## src/rtl/sphere_frame_sched_if.sv

```systemverilog
// Renderer read port and sphere-bank port bundle for sphere_frame_sched.
// Ports (master = scheduler side):
//   Rd_req/Rd_index     renderer read request and sphere index
//   Rd_grant            renderer owns the bank port this cycle (combinational)
//   Rd_valid/Rd_tag     Bank_rpos holds renderer data for sphere Rd_tag
//   Bank_addr/Bank_we   bank address and write enable
//   Bank_wpos/Bank_wvel write data {z,y,x}, 64-bit signed 32.32 per axis
//   Bank_rpos/Bank_rvel read data, valid the cycle after the address
interface sphere_frame_sched_if #(
  parameter int unsigned IW = 2
);
  logic          Rd_req;
  logic [IW-1:0] Rd_index;
  logic          Rd_grant;
  logic          Rd_valid;
  logic [IW-1:0] Rd_tag;
  logic [IW-1:0] Bank_addr;
  logic          Bank_we;
  logic [191:0]  Bank_wpos;
  logic [191:0]  Bank_wvel;
  logic [191:0]  Bank_rpos;
  logic [191:0]  Bank_rvel;

  modport master (
    input  Rd_req, Rd_index, Bank_rpos, Bank_rvel,
    output Rd_grant, Rd_valid, Rd_tag, Bank_addr, Bank_we, Bank_wpos, Bank_wvel
  );

  modport slave (
    output Rd_req, Rd_index, Bank_rpos, Bank_rvel,
    input  Rd_grant, Rd_valid, Rd_tag, Bank_addr, Bank_we, Bank_wpos, Bank_wvel
  );
endinterface

```

## src/rtl/sphere_frame_sched.sv

```systemverilog
// Per-frame physics sequencer for the sphere state bank. Each Frame_Clk rising
// edge walks spheres 0..N_SPHERES-1 through READ -> WAIT -> WRITE, applying
// gravity and a damped floor bounce, while sharing the single bank port with
// renderer reads.
// Ports:
//   Clk, Reset       clock, synchronous active-high reset
//   Frame_Clk        frame tick, rising edge starts a pass
//   bus              renderer + bank port bundle (master side)
//   Upd_busy         pass in progress
//   Frame_done       one-cycle pulse after the last write of a pass
//   Frame_count      completed passes, wraps
//   Overrun_count    dropped frame edges, saturates at 255
module sphere_frame_sched #(
  parameter int unsigned N_SPHERES = 4,
  parameter logic [63:0] GRAVITY_Y = 64'hFFFF_FFFF_FFFF_0000,
  parameter logic [63:0] FLOOR_Y   = 64'd0,
  parameter int unsigned MAX_STALL = 8
) (
  input  logic                 Clk,
  input  logic                 Reset,
  input  logic                 Frame_Clk,
  sphere_frame_sched_if.master bus,
  output logic                 Upd_busy,
  output logic                 Frame_done,
  output logic [15:0]          Frame_count,
  output logic [7:0]           Overrun_count
);

  localparam int unsigned IW = $clog2(N_SPHERES);
  localparam int unsigned SW = $clog2(MAX_STALL + 1);
  localparam logic [IW-1:0] LAST_IDX = IW'(N_SPHERES - 1);

  typedef enum logic [1:0] {
    S_IDLE,
    S_READ,
    S_WAIT,
    S_WRITE
  } state_t;

  state_t        state, state_n;
  logic [IW-1:0] idx, idx_n;
  logic [SW-1:0] stall, stall_n;
  logic          frame_clk_old;
  logic          pending, pending_n;
  logic          frame_done_n;
  logic [15:0]   frame_count_n;
  logic [7:0]    overrun_n;
  logic          rd_valid;
  logic [IW-1:0] rd_tag;
  logic [191:0]  rpos_q, rvel_q;

  logic          fe;
  logic          grant;
  logic          we;
  logic          capture;
  logic [IW-1:0] addr;

  assign fe       = Frame_Clk & ~frame_clk_old;
  assign Upd_busy = (state != S_IDLE);

  // Next-state, port arbitration and frame bookkeeping
  always_comb begin
    state_n       = state;
    idx_n         = idx;
    stall_n       = stall;
    pending_n     = pending;
    overrun_n     = Overrun_count;
    frame_done_n  = 1'b0;
    frame_count_n = Frame_count;
    grant         = 1'b0;
    we            = 1'b0;
    capture       = 1'b0;

    // Edges arriving mid-pass: queue one, count the rest as overruns
    if (fe && (state != S_IDLE)) begin
      if (!pending) begin
        pending_n = 1'b1;
      end else if (Overrun_count != 8'hFF) begin
        overrun_n = Overrun_count + 8'd1;
      end
    end

    unique case (state)
      S_IDLE: begin
        grant = bus.Rd_req;
        if (fe || pending) begin
          state_n   = S_READ;
          idx_n     = '0;
          pending_n = 1'b0;
        end
      end
      S_READ: begin
        // Renderer may hold off the update read for at most MAX_STALL cycles
        if (bus.Rd_req && (stall < SW'(MAX_STALL))) begin
          grant   = 1'b1;
          stall_n = stall + SW'(1);
        end else begin
          stall_n = '0;
          state_n = S_WAIT;
        end
      end
      S_WAIT: begin
        // Update data is on the read bus now; the port itself is free
        grant   = bus.Rd_req;
        capture = 1'b1;
        state_n = S_WRITE;
      end
      S_WRITE: begin
        we = 1'b1;
        if (idx == LAST_IDX) begin
          state_n       = S_IDLE;
          frame_done_n  = 1'b1;
          frame_count_n = Frame_count + 16'd1;
        end else begin
          idx_n   = idx + IW'(1);
          state_n = S_READ;
        end
      end
      default: state_n = S_IDLE;
    endcase

    addr = grant ? bus.Rd_index : idx;
  end

  // Control state register
  always_ff @(posedge Clk) begin
    if (Reset) begin
      state         <= S_IDLE;
      idx           <= '0;
      stall         <= '0;
      frame_clk_old <= 1'b0;
      pending       <= 1'b0;
      rd_valid      <= 1'b0;
      rd_tag        <= '0;
      Frame_done    <= 1'b0;
      Frame_count   <= '0;
      Overrun_count <= '0;
    end else begin
      state         <= state_n;
      idx           <= idx_n;
      stall         <= stall_n;
      frame_clk_old <= Frame_Clk;
      pending       <= pending_n;
      rd_valid      <= grant;
      rd_tag        <= bus.Rd_index;
      Frame_done    <= frame_done_n;
      Frame_count   <= frame_count_n;
      Overrun_count <= overrun_n;
    end
  end

  // Hold the update's read data so WRITE sees stable operands
  always_ff @(posedge Clk) begin
    if (capture) begin
      rpos_q <= bus.Bank_rpos;
      rvel_q <= bus.Bank_rvel;
    end
  end

  logic [63:0] pos_x, pos_y, pos_z;
  logic [63:0] vel_x, vel_y, vel_z;
  logic [63:0] va_y, neg_va_y;
  logic [63:0] pn_x, pn_y, pn_z;
  logic [63:0] pos_y_out, vel_y_out;

  // Integrate: gravity on y, then clamp to the floor with half-speed rebound
  always_comb begin
    {pos_z, pos_y, pos_x} = rpos_q;
    {vel_z, vel_y, vel_x} = rvel_q;
    va_y      = vel_y + GRAVITY_Y;
    neg_va_y  = -va_y;
    pn_x      = pos_x + vel_x;
    pn_y      = pos_y + va_y;
    pn_z      = pos_z + vel_z;
    pos_y_out = pn_y;
    vel_y_out = va_y;
    if ($signed(pn_y) < $signed(FLOOR_Y)) begin
      pos_y_out = FLOOR_Y;
      vel_y_out = 64'($signed(neg_va_y) >>> 1);
    end
  end

  // Reset suppresses a write that would otherwise land in the reset cycle
  assign bus.Bank_we   = we & ~Reset;
  assign bus.Bank_addr = addr;
  assign bus.Bank_wpos = {pn_z, pos_y_out, pn_x};
  assign bus.Bank_wvel = {vel_z, vel_y_out, vel_x};
  assign bus.Rd_grant  = grant;
  assign bus.Rd_valid  = rd_valid;
  assign bus.Rd_tag    = rd_tag;

endmodule

```

## src/flat_wrapper.sv

```systemverilog
// flat-port wrapper written by rule: the top's interface ports become plain ports
module sphere_frame_sched_flat 
#(
  parameter int unsigned N_SPHERES = 4,
  parameter logic [63:0] GRAVITY_Y = 64'hFFFF_FFFF_FFFF_0000,
  parameter logic [63:0] FLOOR_Y   = 64'd0,
  parameter int unsigned MAX_STALL = 8
)
  (Clk, Reset, Frame_Clk, Upd_busy, Frame_done, Frame_count, Overrun_count, bus_Rd_req, bus_Rd_index, bus_Bank_rpos, bus_Bank_rvel, bus_Rd_grant, bus_Rd_valid, bus_Rd_tag, bus_Bank_addr, bus_Bank_we, bus_Bank_wpos, bus_Bank_wvel);
  sphere_frame_sched_if bus_i ();
  input  logic Clk;
  input  logic Reset;
  input  logic Frame_Clk;
  output logic Upd_busy;
  output logic Frame_done;
  output logic [15:0] Frame_count;
  output logic [7:0] Overrun_count;
  input wire logic [$bits(bus_i.Rd_req)-1:0] bus_Rd_req;
  input wire logic [$bits(bus_i.Rd_index)-1:0] bus_Rd_index;
  input wire logic [$bits(bus_i.Bank_rpos)-1:0] bus_Bank_rpos;
  input wire logic [$bits(bus_i.Bank_rvel)-1:0] bus_Bank_rvel;
  output wire logic [$bits(bus_i.Rd_grant)-1:0] bus_Rd_grant;
  output wire logic [$bits(bus_i.Rd_valid)-1:0] bus_Rd_valid;
  output wire logic [$bits(bus_i.Rd_tag)-1:0] bus_Rd_tag;
  output wire logic [$bits(bus_i.Bank_addr)-1:0] bus_Bank_addr;
  output wire logic [$bits(bus_i.Bank_we)-1:0] bus_Bank_we;
  output wire logic [$bits(bus_i.Bank_wpos)-1:0] bus_Bank_wpos;
  output wire logic [$bits(bus_i.Bank_wvel)-1:0] bus_Bank_wvel;
  assign bus_i.Rd_req = bus_Rd_req;
  assign bus_i.Rd_index = bus_Rd_index;
  assign bus_i.Bank_rpos = bus_Bank_rpos;
  assign bus_i.Bank_rvel = bus_Bank_rvel;
  assign bus_Rd_grant = bus_i.Rd_grant;
  assign bus_Rd_valid = bus_i.Rd_valid;
  assign bus_Rd_tag = bus_i.Rd_tag;
  assign bus_Bank_addr = bus_i.Bank_addr;
  assign bus_Bank_we = bus_i.Bank_we;
  assign bus_Bank_wpos = bus_i.Bank_wpos;
  assign bus_Bank_wvel = bus_i.Bank_wvel;
  sphere_frame_sched #(.N_SPHERES(N_SPHERES), .GRAVITY_Y(GRAVITY_Y), .FLOOR_Y(FLOOR_Y), .MAX_STALL(MAX_STALL)) u_core (.Clk(Clk), .Reset(Reset), .Frame_Clk(Frame_Clk), .bus(bus_i), .Upd_busy(Upd_busy), .Frame_done(Frame_done), .Frame_count(Frame_count), .Overrun_count(Overrun_count));
endmodule
```

## config.mk

```make
export PLATFORM = sky130hd
export DESIGN_NAME = sphere_frame_sched_flat
export DESIGN_NICKNAME = d
export VERILOG_FILES = /design/src/rtl/sphere_frame_sched_if.sv /design/src/rtl/sphere_frame_sched.sv /design/src/flat_wrapper.sv
export SDC_FILE = /design/constraint.sdc
export NUM_CORES = 1
export LEC_CHECK = 0
export BUFFER_PORTS_ARGS = -buffer_cell sky130_fd_sc_hd__buf_2
export CAP_MARGIN = 20
export CORE_AREA = 4 4 313 315
export CTS_CLUSTER_DIAMETER = 50
export CTS_CLUSTER_SIZE = 14
export DETAILED_ROUTE_END_ITERATION = 16
export DIE_AREA = 0 0 317 319
export GPL_TIMING_DRIVEN = 0
export SLEW_MARGIN = 20
export SYNTH_ARGS = -nofsm -noshare
export SYNTH_HDL_FRONTEND = slang
export SYNTH_SLANG_ARGS = --single-unit
```

## constraint.sdc

```tcl
create_clock -name Clk -period 28.6 [get_ports Clk]
set_input_delay 2.86 -clock Clk [delete_from_list [all_inputs] [get_ports Clk]]
set_output_delay 2.86 -clock Clk [all_outputs]
set_load 0.01 [all_outputs]
```

==> run_results.csv, run 1 <==
group,metric,value,unit
layout,final_util,0.388,
layout,regArea,12300,um2
clocking,clock_latency,0.64,ns
sta,period_share,0.401,
clocking,clockBufferDepth,3,
global_route,gr-total-overflow,0,
hold_path,worstHoldStart,"u_core.Frame_count[5]",
floorplanning,row_count,113,
layout,drive_gt1_frac,0.300,
logic_synthesis,synth_area,28600,um2
logic_synthesis,synthSimpleGateAreaFrac,0.157,
worst_setup_path,critPathLaunchType,"register",
logic_synthesis,ys_seq_elements,422,
clocking,cts_tree,"yes",
worst_setup_path,critical_path.startpoint,"u_core.rvel_q[80]",
floorplanning,boundaryPins,807,
place,io_buffer_count,805,
route,wl_met1,43.6,mm
layout,syn2layout_area_growth,29.0,%
logic_synthesis,synth_area_leaders,"edfxtp_1 40%, ha_1 8.9%, a21oi_1 4.6%, xnor2_1 4.4%, a21o_1 3.6%",
logic_synthesis,ys_warn_count,0,
route,num_vias,25900,
route,first_iter_violations,1816,
floorplanning,die_h,319,um
logic_synthesis,ys.flop_type,"edfxtp_1",
route,wl_met2,54.8,mm
sta,max_freq,87.3,MHz
outcome,outcome,"finished, final reports clean",
route,drc_errors,0,
logic_synthesis,synthMuxAreaShare,0.00652,
logic_synthesis,synth_top_area_share,0.404,
clocking,h-tree-depth,3,
sta,worst-slew-pin-transition,0.989,ns
logic_synthesis,yosysTopAreaCell,"edfxtp_1",
clocking,cts_buffers,70,
worst_setup_path,worstReg2RegStart,"u_core.state[0]",
sta,min_period,11.46,ns
global_route,grt.total_usage,0.216,
route,highest_layer,"met5",
sta,maxSlewViolCount,0,
route,drt-total-wl,114,mm
logic_synthesis,avgSynthCellArea,9.88,um2
power_and_ir_drop,p_leak,15.7,nW
floorplanning,fp.dieW,317,um
worst_setup_path,worstSetupEndpointType,"primary output",
logic_synthesis,synth_compound_gate_area_share,0.178,
place,place.gp.congestion,0.935,
logic_synthesis,synth_commonest_cells,"384 x edfxtp_1, 264 x a21oi_1, 251 x nor2_1",
sta,slew_headroom,0.335,
logic_synthesis,yosysSeqAreaShare,0.430,
clocking,ctsRootBufferMaster,"clkbuf_16",
route,wl_met3,10.8,mm
job,max_cap_violations,0,
floorplanning,dieArea,101000,um2
route,drt_first_pass_iters,6,
clocking,holdBufCountCts,0,
power_and_ir_drop,p_per_area,111,nW/um2
place,hpwl,94.9,mm
sta,finalSetupViolCount,0,
sta,hold_viol_final,0,
layout,n_fill_cell,9573,
hold_path,hold_path_class,"reg2reg",
logic_synthesis,synth_xor_area_frac,0.0787,
clocking,ctsResizeCount,0,
logic_synthesis,synth_async_sr_flop_share,0,
route,antenna_left,0,
global_route,grt_pass1_wl,163,mm
sta,rsz0062_at_grt,"no",
worst_setup_path,timing_worst_setup_path_type,"reg2out",
global_route,grt_pass1_vias,25000,
layout,multi_input_area,14600,um2
worst_setup_path,cp.arrival,8.60,ns
clocking,postCtsSetupBuffers,0,
logic_synthesis,synth.most_common_cell,"edfxtp_1",
logic_synthesis,synth-edff-count,384,
worst_setup_path,required,25.74,ns
logic_synthesis,syn_inst,2892,
worst_setup_path,critPathMaxFanout,10,
floorplanning,start_util,0.301,
logic_synthesis,synth_fa_ha_area_frac,0.0910,
logic_synthesis,synth.net_count,3488,
power_and_ir_drop,p_total,4.10,mW
floorplanning,core,94900,um2
logic_synthesis,synth_top_family_by_area,"compound AO/OA/AOI/OAI gates",
power_and_ir_drop,ir_drop,0.0000785,V
global_route,antenna_found_initial,43,
clocking,path_clk_slew,0.06,ns
sta,setup_tns,0,ns
sta,clock_skew,0.0352,ns
clocking,clock_sinks,422,
route,routedWlPerCell,22.3,um
worst_setup_path,regToRegSetupSlack,25.98,ns
route,vias_per_cell,5.06,
layout,fin_nets,4374,
global_route,grt_max_degree,55,
logic_synthesis,synth_cell_types,89,
-- path summary, 6_finish.rpt --
| path | cells after the start | to |
|---|---|---|
| worst max-delay path | 22 | bus_Bank_wvel[84] |
| worst min-delay path | 2 | u_core.Frame_count[5] |
| worst max register to register | 6 | u_core.rvel_q[142] |
| worst min register to register | 2 | u_core.Frame_count[5] |
-- cell families (layout without fill, tap and decap cells) --
kind of cell | Yosys count | in the layout
AO/OA/AOI/OAI | 790 | 790
XOR/XNOR | 255 | 255
adder cells (fa/ha/maj) | 206 | 206
buffers and inverters | 309 | 1252
flip-flops | 422 | 422
multiplexers | 18 | 18
other | 1 | 19
AND/OR/NAND/NOR | 891 | 891
-- sequential cells by signal, indices dropped and copies added, names as in the netlist, 2 cells and up --
signal                count
u_core.stall              4
u_core.Frame_count       16
u_core.rvel_q           192
u_core.Overrun_count      8
u_core.idx                2
u_core.rpos_q           192
u_core.state              2
u_core.bus.Rd_tag         2
-- where the power goes --
group	total, mW	leakage, nW	internal, mW	switching (mW)
Sequential	0.937	3.80	0.843	0.0943
Combinational	2.30	10.7	0.843	1.46
Clock	0.860	1.14	0.511	0.349
Total	4.10	15.7	2.20	1.90
-- cells in the final DEF (no fill, tap or decap), types with 85 or more instances in the layout --
| cell type | n |
|---|---|
| edfxtp_1 | 384 |
| xnor2_1 | 144 |
| o21ai_0 | 124 |
| nand2_1 | 189 |
| ha_1 | 202 |
| clkbuf_1 | 85 |
| a21oi_1 | 264 |
| xor2_1 | 109 |
| a21o_1 | 138 |
| buf_2 | 827 |
| buf_4 | 129 |
| nor2_1 | 251 |
-- layout make-up --
cell class | instances | area share
inverter | 73 | 0.00744
antenna | 18 | 0.00122
tap | 1265 | 0.0429
sequential | 422 | 0.334
timing repair buffer | 814 | 0.115
multi-input combinational | 2161 | 0.397
clock buffer | 76 | 0.0490
clock inverter | 53 | 0.0157
buffer | 236 | 0.0383
-- critical path: stages (launching register included) --
cell and delay (ns):
edfxtp_1 0.42, clkbuf_1 0.24, inv_1 0.19, ha_1 0.34, or4b_1 0.59, clkbuf_1 0.29
nor4_2 0.64, nand2_1 0.18, xnor2_1 0.48, ha_1 0.19, clkbuf_1 0.33, a21oi_1 0.12
o21ai_0 0.23, a21o_1 0.15, a21oi_1 0.07, o21a_1 0.20, a31o_2 0.26, o31ai_1 0.83
xor2_1 0.32, clkbuf_1 0.69, clkbuf_1 0.63, a21oi_1 0.32, buf_2 0.22
-- metrics by stage --
| stage | setup WS [ns] | std cells | hold WS (ns) | area, um2 |
|---|---|---|---|---|
| finish | 17.14 | 5118 | 0.508 | 36900 |
| global route | 16.49 | 5107 | 0.522 | 36800 |
| CTS | 16.86 | 5100 | 0.503 | 36800 |
| detailed placement | 17.63 | 4971 | 0.494 | 34400 |
| global placement | 10.32 | 4962 | 0.487 | 34200 |
| floorplan | 15.21 | 2892 | 0.477 | 28600 |
-- routing by layer --
layer	vias up	track usage
li1	12500	-
met1	12200	0.247
met2	1006	0.371
met3	216	0.0739
met4	26	0.0829
met5	-	0
Note: power is estimated with default switching activity, not from simulation.
==> run 2: changes to the inputs <==
--- a/config.mk
+++ b/config.mk
@@ -7,11 +7,11 @@
 export LEC_CHECK = 0
 export BUFFER_PORTS_ARGS = -buffer_cell sky130_fd_sc_hd__buf_2
 export CAP_MARGIN = 20
-export CORE_AREA = 4 4 313 315
+export CORE_AREA = 4 4 315 317
 export CTS_CLUSTER_DIAMETER = 50
 export CTS_CLUSTER_SIZE = 14
 export DETAILED_ROUTE_END_ITERATION = 16
-export DIE_AREA = 0 0 317 319
+export DIE_AREA = 0 0 319 321
 export GPL_TIMING_DRIVEN = 0
 export SLEW_MARGIN = 20
 export SYNTH_ARGS = -nofsm -noshare
==> constraint.sdc (replaced) <==
create_clock -name Clk -period 11.8 [get_ports Clk]
set_input_delay 1.18 -clock Clk [delete_from_list [all_inputs] [get_ports Clk]]
set_output_delay 1.18 -clock Clk [all_outputs]
set_load 0.01 [all_outputs]
==> run_results.csv, run 2 (synthesis gave the netlist of run 1 again) <==
group,metric,value,unit
place,io_buffer_count,805,
layout,final_util,0.383,
power_and_ir_drop,clock_power_share,0.210,
clocking,ctsResizeCount,0,
power_and_ir_drop,p_leak,15.7,nW
power_and_ir_drop,pwr-share-seq,0.228,
worst_setup_path,critPathLaunchType,"register",
worst_setup_path,crit_end,"bus_Bank_wvel[79]",
sta,clock_skew,0.0337,ns
sta,max_freq,99.0,MHz
sta,finalSetupViolCount,0,
sta,worst-slew-pin-transition,1.05,ns
worst_setup_path,path_buf_inv,7,
sta,hold_ws,0.521,ns
floorplanning,fp.dieW,319,um
route,drt-total-wl,116,mm
global_route,gr-total-overflow,0,
floorplanning,die_h,321,um
route,num_vias,26100,
global_route,grt.total_usage,0.216,
layout,syn2layout_area_growth,29.1,%
clocking,cts_buffers,69,
clocking,path_clk_slew,0.06,ns
layout,fin_area,36900,um2
worst_setup_path,reg2reg_depth,5,
layout,layout_commonest_cell,"buf_2",
power_and_ir_drop,p_total,9.97,mW
worst_setup_path,regToRegSetupSlack,9.56,ns
worst_setup_path,critPathMaxFanout,10,
global_route,grt_max_degree,56,
sta,min_period,10.11,ns
clocking,clock_sinks,422,
sta,maxSlewViolCount,0,
hold_path,hold_path_class,"reg2reg",
route,drc_errors,0,
worst_setup_path,crit_family,"buffers and inverters",
power_and_ir_drop,p_sw_frac,0.463,
sta,rsz0062_at_grt,"no",
power_and_ir_drop,p_per_area,270,nW/um2
global_route,antenna_found_initial,48,
layout,drive_gt1_frac,0.299,
clocking,clock_latency,0.63,ns
sta,hold_viol_final,0,
route,routedWlPerCell,22.6,um
worst_setup_path,slowest_delay,0.91,ns
clocking,cts_tree,"yes",
clocking,h-tree-depth,3,
worst_setup_path,timing_worst_setup_path_type,"reg2out",
worst_setup_path,path_depth,22,
route,first_iter_violations,2028,
global_route,grt_pass1_wl,166,mm
route,antenna_left,0,
power_and_ir_drop,ir_drop,0.000209,V
floorplanning,row_count,114,
clocking,clockBufferDepth,3,
place,hpwl,96.8,mm
outcome,outcome,"finished, final reports clean",
layout,multi_input_area,14600,um2
sta,slew_headroom,0.290,
worst_setup_path,cp.arrival,8.93,ns
floorplanning,start_util,0.297,
sta,period_share,0.856,
clocking,postCtsSetupBuffers,0,
layout,fin_nets,4374,
clocking,ctsRootBufferMaster,"clkbuf_16",
sta,setup_tns,0,ns
layout,regArea,12300,um2
power_and_ir_drop,p_switching,4.62,mW
floorplanning,core,96300,um2
place,place.gp.congestion,0.977,
power_and_ir_drop,intPower,5.35,mW
global_route,grt_pass1_vias,25300,
route,drt_first_pass_iters,7,
layout,n_fill_cell,9757,
route,vias_per_cell,5.09,
floorplanning,boundaryPins,807,
worst_setup_path,worstReg2RegEnd,"u_core.rpos_q[155]",
place,dpl_cell_area,34500,um2
worst_setup_path,critical_path.startpoint,"u_core.rvel_q[80]",
layout,mostFrequentLayoutCells,"827 x buf_2, 384 x edfxtp_1, 264 x a21oi_1",
floorplanning,dieArea,102000,um2
worst_setup_path,crit_top_cell,"clkbuf_1",
worst_setup_path,cp_slowest_cell,"nor4_1",
worst_setup_path,worstReg2RegStart,"u_core.state[0]",
layout,reg.largest.list,"u_core.rpos_q (192), u_core.rvel_q (192), u_core.Frame_count (16)",
job,max_cap_violations,0,
worst_setup_path,worstSetupEndpointType,"primary output",
clocking,holdBufCountCts,0,
worst_setup_path,required,10.62,ns
power_and_ir_drop,combPwrFrac,0.562,
worst_setup_path,crit_chain,"clkbuf_1 > inv_1 > ha_1 > or4b_1 > clkbuf_1 > nor4_1 > nand2_1 > xnor2_1 > ha_1 > clkbuf_1 > a21oi_1 > o21ai_0 > a21o_1 > a21oi_1 > o21a_1 > a31o_2 > o31ai_1 > xor2_1 > clkbuf_1 > clkbuf_1 > o21ai_0 > buf_2",
## run 2: changes by cell type in the layout (fill, tap and decap cells not counted), sizes merged
cell      change
buf           +1
inv           -5
clkbuf        +2
clkinvlp      -6
diode         +5
clkinv        +6
## run 2: per-layer routing
metal	global-route usage	wire [um]
met1	0.247	44400
met2	0.379	56400
met5	0	180
met4	0.0876	4830
met3	0.0641	10300
## run 2: worst reg2reg max path: stages (launching register included)
cell and delay, ns:
dfxtp_1 0.34, inv_1 0.15, ha_4 0.40, buf_16 0.31, buf_16 0.30, buf_16 0.35
## run 2: through the flow
step	instances	setup WS, ns
2_1_floorplan	2892	0.0886
3_3_place_gp	4973	-4.69
3_5_place_dp	4983	2.44
4_1_cts	5109	1.70
5_1_grt	5116	1.18
6_report	5132	1.69
## run 2: power groups by stage
stage | Clock [mW] | Combinational (mW) | Sequential [mW]
6_report | 2.10 | 5.60 | 2.27
5_1_grt | 2.21 | 6.05 | 2.30
4_1_cts | 2.15 | 5.62 | 2.28
3_5_place_dp | 0 | 5.59 | 2.30
3_3_place_gp | 0 | 5.52 | 2.56
2_1_floorplan | 0 | 3.31 | 2.35
## run 2: worst min path at each step
stage / end / from / cells past startpoint / slack (ns)
floorplan: u_core.stall[2] / u_core.stall[2] / 2 / 0.48
global placement: u_core.Frame_count[5] / u_core.Frame_count[5] / 2 / 0.49
detailed placement: u_core.Frame_count[15] / u_core.Frame_count[15] / 2 / 0.50
CTS: u_core.Frame_count[5] / u_core.Frame_count[5] / 2 / 0.51
global route: u_core.Frame_count[5] / u_core.Frame_count[5] / 2 / 0.54
finish: u_core.Frame_count[1] / u_core.Frame_count[1] / 2 / 0.52
## run 2: final cells by class
class	instances	area share
antenna	23	0.00156
tap	1276	0.0433
clock inverter	48	0.0140
timing repair buffer	815	0.115
buffer	236	0.0382
sequential	422	0.333
inverter	73	0.00743
multi-input combinational	2161	0.396
clock buffer	78	0.0509
